<file path="src/rtl/stepper_cmd_sequencer.sv">
// Buffers move/dwell commands in a small FIFO and issues them one at a time to the Stepper driver.
// Define STEPPER_SEQ_FLUSH_EN to make op 11 an immediate queue flush instead of a queued no-op.
module stepper_cmd_sequencer #(
    parameter int unsigned DEPTH       = 4,
    parameter int unsigned START_WAIT  = 16,
    parameter int unsigned DWELL_SHIFT = 10
) (
    input  logic                   CLK100MHZ,
    input  logic                   CPU_RESETN,
    input  logic [31:0]            cmd_data,
    input  logic                   cmd_wr,
    output logic                   cmd_full,
    output logic [$clog2(DEPTH):0] cmd_count,
    output logic [31:0]            step_data,
    output logic                   step_new,
    input  logic                   step_busy,
    output logic                   seq_busy,
    output logic                   err_ovf,
    output logic [20:0]            last_target
);
    localparam int unsigned AW = $clog2(DEPTH);
    localparam int unsigned CW = 21 + DWELL_SHIFT;
    localparam int unsigned SW = (START_WAIT > 1) ? $clog2(START_WAIT) : 1;

    typedef enum logic [2:0] {S_IDLE, S_ISSUE, S_START, S_RUN, S_DWELL} state_t;
    typedef enum logic [1:0] {OP_ABS = 2'b00, OP_REL = 2'b01, OP_DWELL = 2'b10, OP_AUX = 2'b11} op_t;

    logic [22:0]   mem [DEPTH];
    logic [AW-1:0] wr_ptr, rd_ptr;
    logic [AW:0]   count;
    logic          full, flush, wr_req, push, pop_req;
    op_t           head_op;
    logic [20:0]   head_arg;
    state_t        state, state_n;
    logic [20:0]   target_q;
    logic [CW-1:0] dwell_cnt;
    logic [SW-1:0] wait_cnt;
    logic          unused_bits;

    assign unused_bits = ^cmd_data[29:21];
    assign head_op     = op_t'(mem[rd_ptr][22:21]);
    assign head_arg    = mem[rd_ptr][20:0];
    assign full        = (count == (AW+1)'(DEPTH));

`ifdef STEPPER_SEQ_FLUSH_EN
    assign flush = cmd_wr && (cmd_data[31:30] == 2'b11);
`else
    assign flush = 1'b0;
`endif

    assign wr_req    = cmd_wr && !flush;
    // A pop in the same cycle frees a slot, so a write into a full FIFO is still accepted.
    assign push      = wr_req && (!full || pop_req);
    assign cmd_full  = full;
    assign cmd_count = count;
    assign seq_busy  = (state != S_IDLE) || (count != '0);

    always_ff @(posedge CLK100MHZ) begin
        if (push)
            mem[wr_ptr] <= {cmd_data[31:30], cmd_data[20:0]};
    end

    always_ff @(posedge CLK100MHZ or negedge CPU_RESETN) begin
        if (!CPU_RESETN) begin
            wr_ptr  <= '0;
            rd_ptr  <= '0;
            count   <= '0;
            err_ovf <= 1'b0;
        end else if (flush) begin
            rd_ptr <= wr_ptr;
            count  <= '0;
        end else begin
            if (push)
                wr_ptr <= wr_ptr + 1'b1;
            if (pop_req)
                rd_ptr <= rd_ptr + 1'b1;
            if (push && !pop_req)
                count <= count + 1'b1;
            else if (pop_req && !push)
                count <= count - 1'b1;
            if (wr_req && full && !pop_req)
                err_ovf <= 1'b1;
        end
    end

    always_comb begin
        state_n = state;
        pop_req = 1'b0;
        case (state)
            S_IDLE: begin
                if ((count != '0) && !step_busy && !flush) begin
                    pop_req = 1'b1;
                    case (head_op)
                        OP_ABS, OP_REL: state_n = S_ISSUE;
                        OP_DWELL:       state_n = S_DWELL;
                        default:        state_n = S_IDLE;
                    endcase
                end
            end
            S_ISSUE: state_n = S_START;
            S_START: begin
                if (step_busy)
                    state_n = S_RUN;
                else if (wait_cnt == SW'(START_WAIT - 1))
                    state_n = S_IDLE;
            end
            S_RUN: begin
                if (!step_busy)
                    state_n = S_IDLE;
            end
            S_DWELL: begin
                if (flush || (dwell_cnt <= CW'(1)))
                    state_n = S_IDLE;
            end
            default: state_n = S_IDLE;
        endcase
    end

    always_ff @(posedge CLK100MHZ or negedge CPU_RESETN) begin
        if (!CPU_RESETN) begin
            state       <= S_IDLE;
            target_q    <= '0;
            dwell_cnt   <= '0;
            wait_cnt    <= '0;
            step_new    <= 1'b0;
            step_data   <= '0;
            last_target <= '0;
        end else begin
            state    <= state_n;
            step_new <= 1'b0;
            if (pop_req) begin
                target_q  <= (head_op == OP_ABS) ? head_arg : last_target + head_arg;
                dwell_cnt <= (head_arg == '0) ? CW'(1) : (CW'(head_arg) << DWELL_SHIFT);
            end
            if (state == S_DWELL)
                dwell_cnt <= dwell_cnt - 1'b1;
            if (state == S_ISSUE)
                wait_cnt <= '0;
            else if (state == S_START)
                wait_cnt <= wait_cnt + 1'b1;
            // Outputs are registered, so the pulse lands in the cycle after ISSUE.
            if (state == S_ISSUE) begin
                step_new    <= 1'b1;
                step_data   <= {11'b0, target_q};
                last_target <= target_q;
            end
        end
    end

endmodule

</file>
<file path="config.mk">
export PLATFORM = sky130hd
export DESIGN_NAME = stepper_cmd_sequencer
export DESIGN_NICKNAME = d
export VERILOG_FILES = /design/src/rtl/stepper_cmd_sequencer.sv
export SDC_FILE = /design/constraint.sdc
export NUM_CORES = 1
export LEC_CHECK = 0
export BUFFER_PORTS_ARGS = -buffer_cell sky130_fd_sc_hd__buf_2
export CORE_ASPECT_RATIO = 1.5
export CORE_UTILIZATION = 45
export CTS_BUF_LIST = sky130_fd_sc_hd__clkbuf_16
export DETAILED_ROUTE_END_ITERATION = 10
export PLACE_DENSITY_LB_ADDON = 0.3
export SLEW_MARGIN = 25
export SYNTH_ARGS = -nofsm -noshare
export SYNTH_HDL_FRONTEND = slang
export SYNTH_SLANG_ARGS = --single-unit
</file>
<file path="constraint.sdc">
create_clock -name CLK100MHZ -period 10.3 [get_ports CLK100MHZ]
set_input_delay 2.06 -clock CLK100MHZ [delete_from_list [all_inputs] [get_ports CLK100MHZ]]
set_output_delay 2.06 -clock CLK100MHZ [all_outputs]
set_load 0.01 [all_outputs]
</file>
== Word-level counts from Yosys, hierarchy flattened ==
Memories as Yosys holds them, arrays and structs flattened.
Index checks and enable logic that the tools add are counted.
Operators by class
  add/sub/neg operators: 7
  multipliers: 0
  div/mod/pow operators: 0
  order comparisons: 1
  equality and inequality tests: 12
  shifts and indexed selects: 0
  multiplexer cells: 20
  bitwise operators: 0
  reduce and logical (&&, ||, !) cells: 22
Operators by type and width (count)
  31-bit 2-to-1 mux: 3
  31-bit by 1-bit <= comparator with 1-bit output (second input constant): 1
  31-bit by 1-bit subtractor with 31-bit output (second input constant): 1
  21-bit adder: 1
  21-bit logical NOT: 1
  21-bit 2-to-1 mux: 1
  3-bit 2-to-1 mux: 7
  3-bit case mux with 5 select lines: 1
  4-bit 2-to-1 mux: 2
  3-bit by 2-bit == test with 1-bit output (second input constant): 2
  3-bit == test (second input constant): 2
  1-bit logical AND: 6
  2-bit inequality test (second input constant): 3
  3-bit case mux with 2 select lines: 1
  2-bit nonzero test: 3
  3-bit nonzero test: 2
  1-bit 2-to-1 mux: 5
  2-bit by 1-bit adder with 2-bit output (second input constant): 2
  4-bit by 1-bit adder with 4-bit output (second input constant): 1
  4-bit == test (second input constant): 1
  1-bit logical NOT: 4
  4-bit AND reduction: 1
  3-bit by 1-bit adder with 3-bit output (second input constant): 1
  3-bit by 1-bit == test with 1-bit output (second input constant): 1
  other kinds (8): 9
Storage, ports and cells
  register bits after elaboration: 89
  bits in latches: 0
  memory bits (writable): 92
  bits in read-only memories: 0
  input bits: 36
  logic and storage cells: 73
  memories: 1
Memories
  mem: depth 4, width 23, read ports 1, clocked after Yosys merged registers in 0, wr ports 1, line 28  | logic [22:0] mem [DEPTH];

== Depth between registers and ports, before layout ==
Gate-level depths: netlist of the first run.
  depth in word-level cells: 10
  mapped depth: 13

== Worst setup path before layout of the first run ==
Ideal clock, no wire load.
  path kind: input -> register
  from: input step_busy
  to: register count[1], in the netlist cmd_count[1]
  arrival: 3958 ps
  slack: 6217 ps
  cell stages on the path: 9
  buffers on the path: 2
  cells stage by stage: nand2b_1 nor2_1 inv_2 clkbuf_1 buf_1 ha_1 inv_1 fa_1 mux2_2
Between the ends
  longest elaborated chain between the ends: 9
  elaborated cells on any way between the ends: 12
RTL lines
  start, declared: line 16  | input logic step_busy,
  1-bit logical NOT *
  1-bit logical AND *: line 91  | if ((count != '0) && !step_busy && !flush) begin
  1-bit 2-to-1 mux *: line 91
  1-bit 2-to-1 mux *: line 89  | case (state)
  1-bit logical OR: line 53  | assign push = wr_req && (!full || pop_req);
  1-bit logical AND: line 53
  1-bit logical NOT: line 79  | else if (pop_req && !push)
  1-bit logical AND: line 79
  2-bit nonzero test (no source line)
  end signal, assigned: line 78  | count <= count + 1'b1;
  end signal, assigned: line 80  | count <= count - 1'b1;
  end, declared: line 30  | logic [AW:0] count;
Mark *: on every way between the ends. The rest lies on a longest branch, timed or not.
A chain may end at the register's enable or synchronous reset.

== Worst setup path after layout of the first run ==
  from: input step_busy
  to: register count[2], in the netlist cmd_count[2]
Between the ends
  longest elaborated chain between the ends: 9
  elaborated cells on any way between the ends: 12
RTL lines
  1-bit logical NOT *
  1-bit logical AND *: line 91
  1-bit 2-to-1 mux *: line 91
  1-bit 2-to-1 mux *: line 89
  1-bit logical OR *: line 53
  1-bit logical AND *: line 53
  named net push: line 31  | logic full, flush, wr_req, push, pop_req;
  1-bit logical NOT: line 79
  1-bit logical AND: line 79
  2-bit nonzero test (no source line)
The timed path passes the listed nets; every way through them passes the cells marked *.

==> results of run 1 <==
-- synth_stat cells, drive strengths merged, types with 18 or more instances --
master / n
nand2: 57
nor2: 56
clkbuf: 21
mux4: 23
dfrtp: 89
buf: 39
mux2: 23
ha: 28
nor3: 18
nand3: 23
o21ai: 38
a21oi: 47
edfxtp: 92
-- logic make-up (layout without fill, tap and decap cells) --
group / after synthesis / after routing / synth area share [%]
AOI/OAI and AO/OA: 159 / 159 / 11.4
adders and majority gates: 30 / 30 / 4.39
and+or+nand+nor: 211 / 211 / 11.9
xor gates and xnor gates: 22 / 22 / 2.17
other: 1 / 11 / 0.0422
buffers and inverters: 71 / 128 / 4.42
muxes: 53 / 53 / 9.53
DFF: 181 / 181 / 56.1
-- power by group --
part | switching, mW | total (mW) | internal (mW)
clock | 0.279 | 0.663 | 0.384
combinational | 0.937 | 1.61 | 0.668
sequential | 0.185 | 1.19 | 1.01
-- critical path: cells and delay by family --
kind / cells / cell delay (ns)
simple gates: 2 / 0.29
xor+xnor: 2 / 0.36
buf+inv: 2 / 0.18
fa+ha+maj: 2 / 0.66
compound gates: 1 / 0.55
-- cell usage in the layout, fill, tap and decap left out, types with 16 or more instances in the layout --
master                      count
sky130_fd_sc_hd__dfrtp_1       89
sky130_fd_sc_hd__clkbuf_16     17
sky130_fd_sc_hd__ha_1          28
sky130_fd_sc_hd__mux4_2        23
sky130_fd_sc_hd__buf_2         74
sky130_fd_sc_hd__a21oi_1       47
sky130_fd_sc_hd__nor2_1        55
sky130_fd_sc_hd__edfxtp_1      92
sky130_fd_sc_hd__mux2_2        23
sky130_fd_sc_hd__o21ai_0       38
sky130_fd_sc_hd__nand3_1       23
sky130_fd_sc_hd__nor3_1        17
sky130_fd_sc_hd__xnor2_1       16
sky130_fd_sc_hd__nand2_1       57
-- metal layers --
| metal | vias up | global-route usage, % | wire [µm] |
|---|---|---|---|
| met2 | 171 | 35.7 | 10400 |
| li1 | 2819 | - | - |
| met1 | 3036 | 23.6 | 7660 |
| met4 | 0 | 10.4 | 700 |
| met3 | 47 | 3.38 | 662 |
| met5 | - | 0 | 0 |
-- state kept, by name, indices dropped and copies added, names as in the netlist --
name / flops
cmd_count: 3
dwell_cnt: 31
err_ovf: 1
last_target: 21
mem: 92
rd_ptr: 2
state: 3
step_new: 1
target_q: 21
wait_cnt: 4
wr_ptr: 2
-- cell type report --
cell class | count | area [µm²] | share of cell area (%)
Sequential cell | 181 | 4990 | 50.1
Multi-Input combinational cell | 486 | 3550 | 35.7
Timing Repair Buffer | 85 | 453 | 4.55
Clock buffer | 17 | 425 | 4.27
Tap cell | 256 | 320 | 3.22
Clock inverter | 15 | 176 | 1.77
Inverter | 11 | 41.3 | 0.415
-- final timing paths --
path	to	slack, ns
min	err_ovf	0.48
min reg2reg	err_ovf	0.48
max in group asynchronous	last_target[19]	7.59
min in group asynchronous	wr_ptr[0]	1.51
max reg2reg	target_q[18]	6.57
max	cmd_count[2]	6.55
-- stage by stage --
stage / total power, mW / utilization [%] / instances / setup WS [ns] / instance area, µm²
2_1_floorplan: 2.39 / - / 738 / 6.22 / 8930
3_3_place_gp: 2.73 / 48.6 / 1019 / 5.96 / 9360
3_5_place_dp: 2.80 / 48.6 / 1019 / 6.15 / 9360
4_1_cts: 3.48 / 51.8 / 1051 / 6.56 / 9960
5_1_grt: 3.69 / 51.8 / 1051 / 6.31 / 9960
6_report: 3.46 / 51.8 / 1051 / 6.55 / 9960
==> run metrics, run 1 <==
post-route fraction of the period consumed by the critical path 36.4%; transition time at the pin with the least slew margin 0.911 ns; Post-Syn Area 0.00889 mm²; cell with the largest stage delay on the worst path sky130_fd_sc_hd__a21boi_1; CTS tree built; number of synthesized flops with an enable pin 92; total grt overflow 0; largest fanout on the critical path 8; row cnt 62; distinct cell type count after synthesis 63; launching element of the worst setup path step_busy; global placement routability congestion 0.920; worst hold margin 0.476 ns; Worst EP required 10.64 ns; class of the most critical hold timing path reg -> reg; cts bufs inserted 17; count of buffers from port buffering 75; num ports 96; main flop type after synthesis sky130_fd_sc_hd__edfxtp_1; Final Hold Violating Endpoints 0; Syn Inst Count 728; horizontal extent of the die 117 µm; setup-violating endpoint count in the final report 0; number of buffers on the longest clock path 2; number of hold buffers added after cts 0; type of the worst setup path in -> reg; launching point of the worst reg2reg path rd_ptr[0]; post-synthesis to final-layout area growth 12.0%; Power Density 347 mW/mm²; number of sinks handled by clock tree synthesis 181; total number of yosys warnings 0; via count 6073; CTS root buffer sky130_fd_sc_hd__clkbuf_16; global-route wire length before repair 31500 µm; biggest area contributors in the synthesized netlist sky130_fd_sc_hd__edfxtp_1 31%, sky130_fd_sc_hd__dfrtp_1 25%, sky130_fd_sc_hd__mux4_2 5.8%; number of filler cells placed in the layout 1721; # H-tree levels 4; FFs w/ async S/R, synth 49.2%; remaining number of nets flagged by the antenna check after routing 0; worst hold path cell count 1; Clk Latency, worst-skew pair 0.43 ns; maximum number of pins on one net before global-route repair 70; number of global-route vias before repair 6259; RSZ-0062 raised after global routing no; Total GRT Usage 20.4%; vias per std cell 5.78; flop and latch count out of synthesis 181; clock transition at the registers of the reported paths 0.07 ns; type of destination of the critical path flip-flop; 1st-iter DRT viols 372; Max Cap Violations 0; overall die area 0.0203 mm²; setup tns final 0 ns; post-CTS setup-driven buffer insertion count 0; number of cells on the worst reg-to-reg path 11; portion of the post-synthesis area used by sequential elements 56.1%; leakage power figure 3.94 nW; post-cts gate resize count 0; top cell type by total area after synthesis sky130_fd_sc_hd__edfxtp_1; max-slew violations 0; wire length per cell 18.5 µm; Synth Area per Inst 12.2 µm²; largest stage delay on the critical path 0.55 ns; slew margin rel. 39.3%; initial standard-cell utilization of the core 46.2%; final wirelength 19400 µm; area inside the core boundary 0.0192 mm²; proportion of netlist area held by the largest area contributor 31.1%; DRC 0; maximum vdd ir drop 157 µV; maximum clock frequency 0.266 GHz; number of antenna violations at the first check in global routing 0; Startpoint Class input pin; cell repeated most along the worst path sky130_fd_sc_hd__xor2_1; critical path cell sequence buf_2 -> nand2b_1 -> a21boi_1 -> ha_1 -> inv_1 -> fa_1 -> xor2_1 -> nor2_1 -> xor2_1; DR pass1 iterations 5; overall die height 174 µm; worst-case clock skew 0.00984 ns; diode insertion count for antenna repair 0; data arrival at the endpoint of the critical path 4.09 ns; fraction of final layout cells with drive strength greater than 1 22.4%; count of nets after finishing 848; minimum clock period 3.75 ns; run status finished, final reports clean; source of the worst hold timing path err_ovf; HPWL after detailed placement 13400 µm
Note: power is estimated with default switching activity, not from simulation.
==> run 2: changes to the inputs <==
Settings changed: ABC_AREA from default to 1.
Clock period 10.3 ns to 3.2 ns, I/O delays scaled along.
==> run 2 against run 1 <==
Effect of this change: largest cell class unchanged; final cell count increased by 48%; global-route usage increased by 2.5 points; hold slack got worse by 0.32 ns; clock power increased to 3.0 times the previous value; combinational power increased to 4.2 times the previous value; routed wire length increased by 25%; register-to-register slack got worse by 6.2 ns; critical endpoint is now target_q[17]; critical path depth increased by 8; first-iteration DRC count increased by 22%; power increased to 3.6 times the previous value; area after synthesis increased by 12%; sequential share of layout area decreased by 4.6 points.
==> run metrics, run 2 <==
run status finished, final reports clean; portion of the post-synthesis area used by sequential elements 50.3%; horizontal extent of the die 123 µm; cell repeated most along the worst path sky130_fd_sc_hd__nand2_1; post-route fraction of the period consumed by the critical path 89.3%; Synth Area per Inst 8.12 µm²; HPWL after detailed placement 18100 µm; launching element of the worst setup path rd_ptr[0]; area inside the core boundary 0.0216 mm²; Final Hold Violating Endpoints 0; flop and latch count out of synthesis 181; via count 7967; transition time at the pin with the least slew margin 0.902 ns; count of buffers from port buffering 75; biggest area contributors in the synthesized netlist sky130_fd_sc_hd__edfxtp_1 28%, sky130_fd_sc_hd__dfrtp_1 22%, sky130_fd_sc_hd__nand2_1 15%; global placement routability congestion 0.956; largest stage delay on the critical path 0.43 ns; remaining number of nets flagged by the antenna check after routing 0; number of synthesized flops with an enable pin 92; number of buffers on the longest clock path 2; worst-case clock skew 0.0155 ns; number of global-route vias before repair 7613; total internal power 6.51 mW; number of hold buffers added after cts 0; crit path capture target_q[17]; Worst EP required 3.54 ns; largest register by flop count mem; count of nets after finishing 1340; fraction of final layout cells with drive strength greater than 1 11.0%; cell with the largest stage delay on the worst path sky130_fd_sc_hd__dfrtp_1; largest fanout on the critical path 9; wire length per cell 15.6 µm; maximum vdd ir drop 607 µV; Bufs and invs on worst path 4; Total GRT Usage 22.9%; critical path cell sequence inv_2 -> buf_4 -> nand2_1 -> nand3_1 -> nand2_1 -> inv_1 -> ha_1 -> nand2_1 -> inv_1 -> a21oi_1 -> nand3_1 -> nand2_1 -> nand2_1 -> nand2_1 -> nand3_1 -> nand2_1 -> nand2_1; CTS tree built; final wirelength 24400 µm; largest registers mem x92, dwell_cnt x31; minimum clock period 2.86 ns; total grt overflow 0; clock transition at the registers of the reported paths 0.07 ns; number of filler cells placed in the layout 2078; combinational group share of total power 53.8%; number of sinks handled by clock tree synthesis 181; max-slew violations 0; global-route wire length before repair 38600 µm; vias per std cell 5.11; R2R Path End target_q[17]; # H-tree levels 4; flip-flop count of the largest register, all copies and words added 92; switching component of the power 5.98 mW; most instantiated cells after synthesis 396 x sky130_fd_sc_hd__nand2_1, 146 x sky130_fd_sc_hd__inv_1, 119 x sky130_fd_sc_hd__nand3_1; Syn Inst Count 1220; Crit. path cell count 17; maximum number of pins on one net before global-route repair 54; leakage power figure 5.32 nW; initial standard-cell utilization of the core 45.8%; most frequent standard cell in the layout excluding fill and tap cells sky130_fd_sc_hd__nand2_1; setup tns final 0 ns; maximum clock frequency 0.350 GHz; part of the total power dissipated in the clock network 15.7%; DRC 0; proportion of netlist area held by the largest area contributor 27.9%; class of the most critical hold timing path in -> async; type of destination of the critical path flip-flop; setup-violating endpoint count in the final report 0; cts bufs inserted 17; post-CTS setup-driven buffer insertion count 0; FFs w/ async S/R, synth 49.2%; Post-Syn Area 0.00991 mm²; Max Cap Violations 0; 1st-iter DRT viols 453; overall die area 0.0226 mm²; top-count cell post-synth sky130_fd_sc_hd__nand2_1; layer carrying the most global-route usage met2; post-synthesis to final-layout area growth 10.6%; overall die height 184 µm; commonest cells after routing, fill and taps aside 396 x sky130_fd_sc_hd__nand2_1, 148 x sky130_fd_sc_hd__inv_1, 119 x sky130_fd_sc_hd__nand3_1; CTS root buffer sky130_fd_sc_hd__clkbuf_16; post-cts gate resize count 0; num ports 96; number of cells on the worst reg-to-reg path 17; RSZ-0062 raised after global routing no; met2 global-route usage 42.4%; top cell type by total area after synthesis sky130_fd_sc_hd__edfxtp_1; main flop type after synthesis sky130_fd_sc_hd__edfxtp_1; Final Instance Area 0.0110 mm²; data arrival at the endpoint of the critical path 3.20 ns; Sw Share 47.9%; post-placement cell area 0.0104 mm²; number of antenna violations at the first check in global routing 0; met3 usage in global routing 3.75%; Clk Latency, worst-skew pair 0.45 ns; slew margin rel. 39.8%; Largest delay share family, worst path simple AND/OR/NAND/NOR gates; total number of yosys warnings 0; sequential group share of total power 30.5%; DR pass1 iterations 5; slack of the worst reg-to-reg path 0.34 ns; type of the worst setup path reg -> reg; diode insertion count for antenna repair 0; launching point of the worst reg2reg path rd_ptr[0]; Power Density 1140 mW/mm²; Startpoint Class flip-flop; row cnt 66; met1 Usage GRT 24.7%; distinct cell type count after synthesis 41
run 2: layer usage:
| layer | routed length [µm] | vias up |
|---|---|---|
| met5 | 0 | - |
| met4 | 933 | 0 |
| met3 | 717 | 54 |
| met2 | 13400 | 165 |
| met1 | 9350 | 3733 |
| li1 | - | 4015 |
run 2: cell families after synthesis:
kind of cell	Yosys count	share of synthesized area, %
flip-flops	181	50.3
XOR/XNOR	14	1.24
adder cells (fa/ha/maj)	30	3.94
multiplexers	1	0.114
AO/OA/AOI/OAI	113	6.49
buffers and inverters	216	10.0
AND/OR/NAND/NOR	664	27.8
other	1	0.0378
run 2: cell type report:
| cell class | instances | area, µm² | area share [%] |
|---|---|---|---|
| timing repair buffer | 92 | 543 | 4.95 |
| tap | 272 | 340 | 3.11 |
| clock buffer | 17 | 425 | 3.88 |
| sequential | 181 | 4990 | 45.5 |
| inverter | 149 | 559 | 5.10 |
| multi-input combinational | 833 | 3990 | 36.4 |
| clock inverter | 15 | 116 | 1.06 |
run 2: worst min path at each step:
stage / startpoint / cells after the start / end
global route: CPU_RESETN / 1 / last_target[9]
global placement: err_ovf / 1 / err_ovf
finish: CPU_RESETN / 1 / step_new
CTS: CPU_RESETN / 1 / target_q[8]
detailed placement: err_ovf / 1 / err_ovf
floorplan: CPU_RESETN / 0 / cmd_count[0]
run 2: through the flow:
step	util [%]	total power [mW]	cells	setup slack (ns)	hold WS, ns
after floorplan	-	8.70	1230	0.578	0.344
after global placement	48.1	10.4	1527	0.354	0.452
after detailed placement	48.1	10.6	1527	0.362	0.454
after CTS	50.7	12.5	1559	0.335	0.166
after global routing	50.7	13.6	1559	0.106	0.190
final	50.7	12.5	1559	0.341	0.158
run 2: power by group through the flow:
stage               Sequential [mW]  Combinational [mW]  Clock (mW)
finish                         3.80                6.71        1.96
global route                   3.90                7.58        2.09
CTS                            3.81                6.73        1.99
detailed placement             3.85                6.70           0
global placement               3.83                6.60           0
floorplan                      3.74                4.96           0
==> run 3: changes to the inputs <==
Settings changed: CORE_UTILIZATION 45 to 35.
==> run 3 against run 2 <==
Effect of this change: clock skew down 0.0060 ns; sequential share of layout area down 0.35 points; critical path type unchanged; flip-flop and latch count unchanged; clock power down 4%; design area up 0.76%; hold slack better by 0.025 ns; die area up 28%; largest power group unchanged; first-iteration DRC count down 20%.
==> run metrics, run 3 (synthesized netlist as in run 2, its figures left out) <==
class of the most critical hold timing path in -> async; post-route fraction of the period consumed by the critical path 91.3%; maximum number of pins on one net before global-route repair 54; largest registers mem x92, dwell_cnt x31; CTS root buffer sky130_fd_sc_hd__clkbuf_16; launching point of the worst reg2reg path rd_ptr[0]; 1st-iter DRT viols 363; clock transition at the registers of the reported paths 0.07 ns; post-CTS setup-driven buffer insertion count 0; data arrival at the endpoint of the critical path 3.26 ns; DR pass1 iterations 6; number of global-route vias before repair 7890; area inside the core boundary 0.0279 mm²; HPWL after detailed placement 18900 µm; RSZ-0062 raised after global routing no; number of cells on the worst reg-to-reg path 17; number of hold buffers added after cts 0; row cnt 75; Startpoint Class flip-flop; Largest delay share family, worst path simple AND/OR/NAND/NOR gates; # H-tree levels 4; maximum clock frequency 0.342 GHz; Reg area 0.00499 mm²; number of filler cells placed in the layout 2865; CTS tree built; worst-case clock skew 0.00948 ns; global placement routability congestion 0.934; setup tns final 0 ns; Power Density 1130 mW/mm²; wire length per cell 15.8 µm; max-slew violations 0; vias per std cell 4.84; final wirelength 25800 µm; fraction of final layout cells with drive strength greater than 1 11.2%; slew margin rel. 33.7%; worst hold margin 0.183 ns; cell repeated most along the worst path sky130_fd_sc_hd__nand2_1; total grt overflow 0; cell with the largest stage delay on the worst path sky130_fd_sc_hd__fa_1; cts bufs inserted 17; count of nets after finishing 1344; Final Hold Violating Endpoints 0; commonest cells after routing, fill and taps aside 396 x sky130_fd_sc_hd__nand2_1, 147 x sky130_fd_sc_hd__inv_1, 119 x sky130_fd_sc_hd__nand3_1; most frequent standard cell in the layout excluding fill and tap cells sky130_fd_sc_hd__nand2_1; type of destination of the critical path flip-flop; maximum vdd ir drop 498 µV; transition time at the pin with the least slew margin 0.993 ns; post-cts gate resize count 0; num ports 96; run status finished, final reports clean; overall die height 208 µm; minimum clock period 2.92 ns; number of placed cells counting well taps 1605; remaining number of nets flagged by the antenna check after routing 0; via count 7928; leakage power figure 5.29 nW; setup-violating endpoint count in the final report 0; number of buffers on the longest clock path 2; Final Non-Filler Cells 1637; Worst EP required 3.54 ns; Clk Latency, worst-skew pair 0.44 ns; R2R Path End target_q[16]; post-synthesis to final-layout area growth 11.4%; DRC 0; horizontal extent of the die 139 µm; flip-flop count of the largest register, all copies and words added 92; initial standard-cell utilization of the core 35.6%; overall die area 0.0290 mm²; Max Cap Violations 0; diode insertion count for antenna repair 0; largest stage delay on the critical path 0.47 ns; Bufs and invs on worst path 2; largest register by flop count mem; critical path cell sequence buf_12 -> nand2_1 -> nand3_1 -> nand2_1 -> inv_1 -> ha_1 -> fa_1 -> nand3_1 -> nand3_1 -> nand2_1 -> nand3_1 -> nand2_1 -> nand2_1 -> nand2_1 -> nand3_1 -> nand2_1 -> nand2_1; count of buffers from port buffering 75; largest fanout on the critical path 50; type of the worst setup path reg -> reg; Total GRT Usage 18.8%; area of combinational cells with multiple inputs 0.00399 mm²; global-route wire length before repair 41500 µm; slack of the worst reg-to-reg path 0.28 ns; number of antenna violations at the first check in global routing 0; number of sinks handled by clock tree synthesis 181
## run 3: area by class of cell
| class | count | share of cell area (%) |
|---|---|---|
| clock inverter | 15 | 0.816 |
| tap | 346 | 3.92 |
| clock buffer | 17 | 3.85 |
| sequential | 181 | 45.2 |
| multi-input combinational | 833 | 36.1 |
| timing repair buffer | 96 | 5.08 |
| inverter | 149 | 5.06 |
## run 3: power by group
part | internal [mW] | total, mW | switching (mW)
clock network | 0.979 | 1.89 | 0.911
registers | 3.23 | 3.79 | 0.556
logic | 2.24 | 6.82 | 4.58
total | 6.45 | 12.5 | 6.05
## run 3: how the worst max path moves through the flow
stage                   start            to  slack, ns  cells past startpoint
global route        rd_ptr[0]  target_q[16]       0.06                     17
global placement    rd_ptr[0]  target_q[16]       0.33                     17
detailed placement  rd_ptr[0]  target_q[16]       0.32                     17
floorplan           step_busy     mem[0][0]       0.58                      7
CTS                 rd_ptr[0]  target_q[16]       0.30                     17
finish              rd_ptr[0]  target_q[16]       0.28                     17
## run 3: layer usage
| layer | up-vias | GRT usage, % | wire, µm |
|---|---|---|---|
| met1 | 3701 | 19.9 | 10100 |
| met3 | 54 | 2.83 | 761 |
| met2 | 151 | 34.8 | 13700 |
| met5 | - | 0 | 0 |
| met4 | 0 | 11.3 | 1330 |
| li1 | 4022 | - | - |
## run 3: worst register-to-register path: cells and delay by family, from the launching register on
kind	cells	cell delay [ns]
and+or+nand+nor	13	1.35
adders and majority gates	2	0.75
DFF	1	0.42
buffers and inverters	2	0.30
## run 3: stage by stage
| step | util, % | cell area [µm²] | power (mW) | setup slack (ns) |
|---|---|---|---|---|
| final | 39.6 | 11000 | 12.5 | 0.279 |
| after CTS | 39.6 | 11000 | 12.6 | 0.305 |
| after detailed placement | 37.8 | 10500 | 10.7 | 0.317 |
| after global placement | 37.8 | 10500 | 10.6 | 0.335 |
| after floorplan | - | 9950 | 8.70 | 0.578 |
| after global routing | 39.6 | 11000 | 13.7 | 0.0609 |
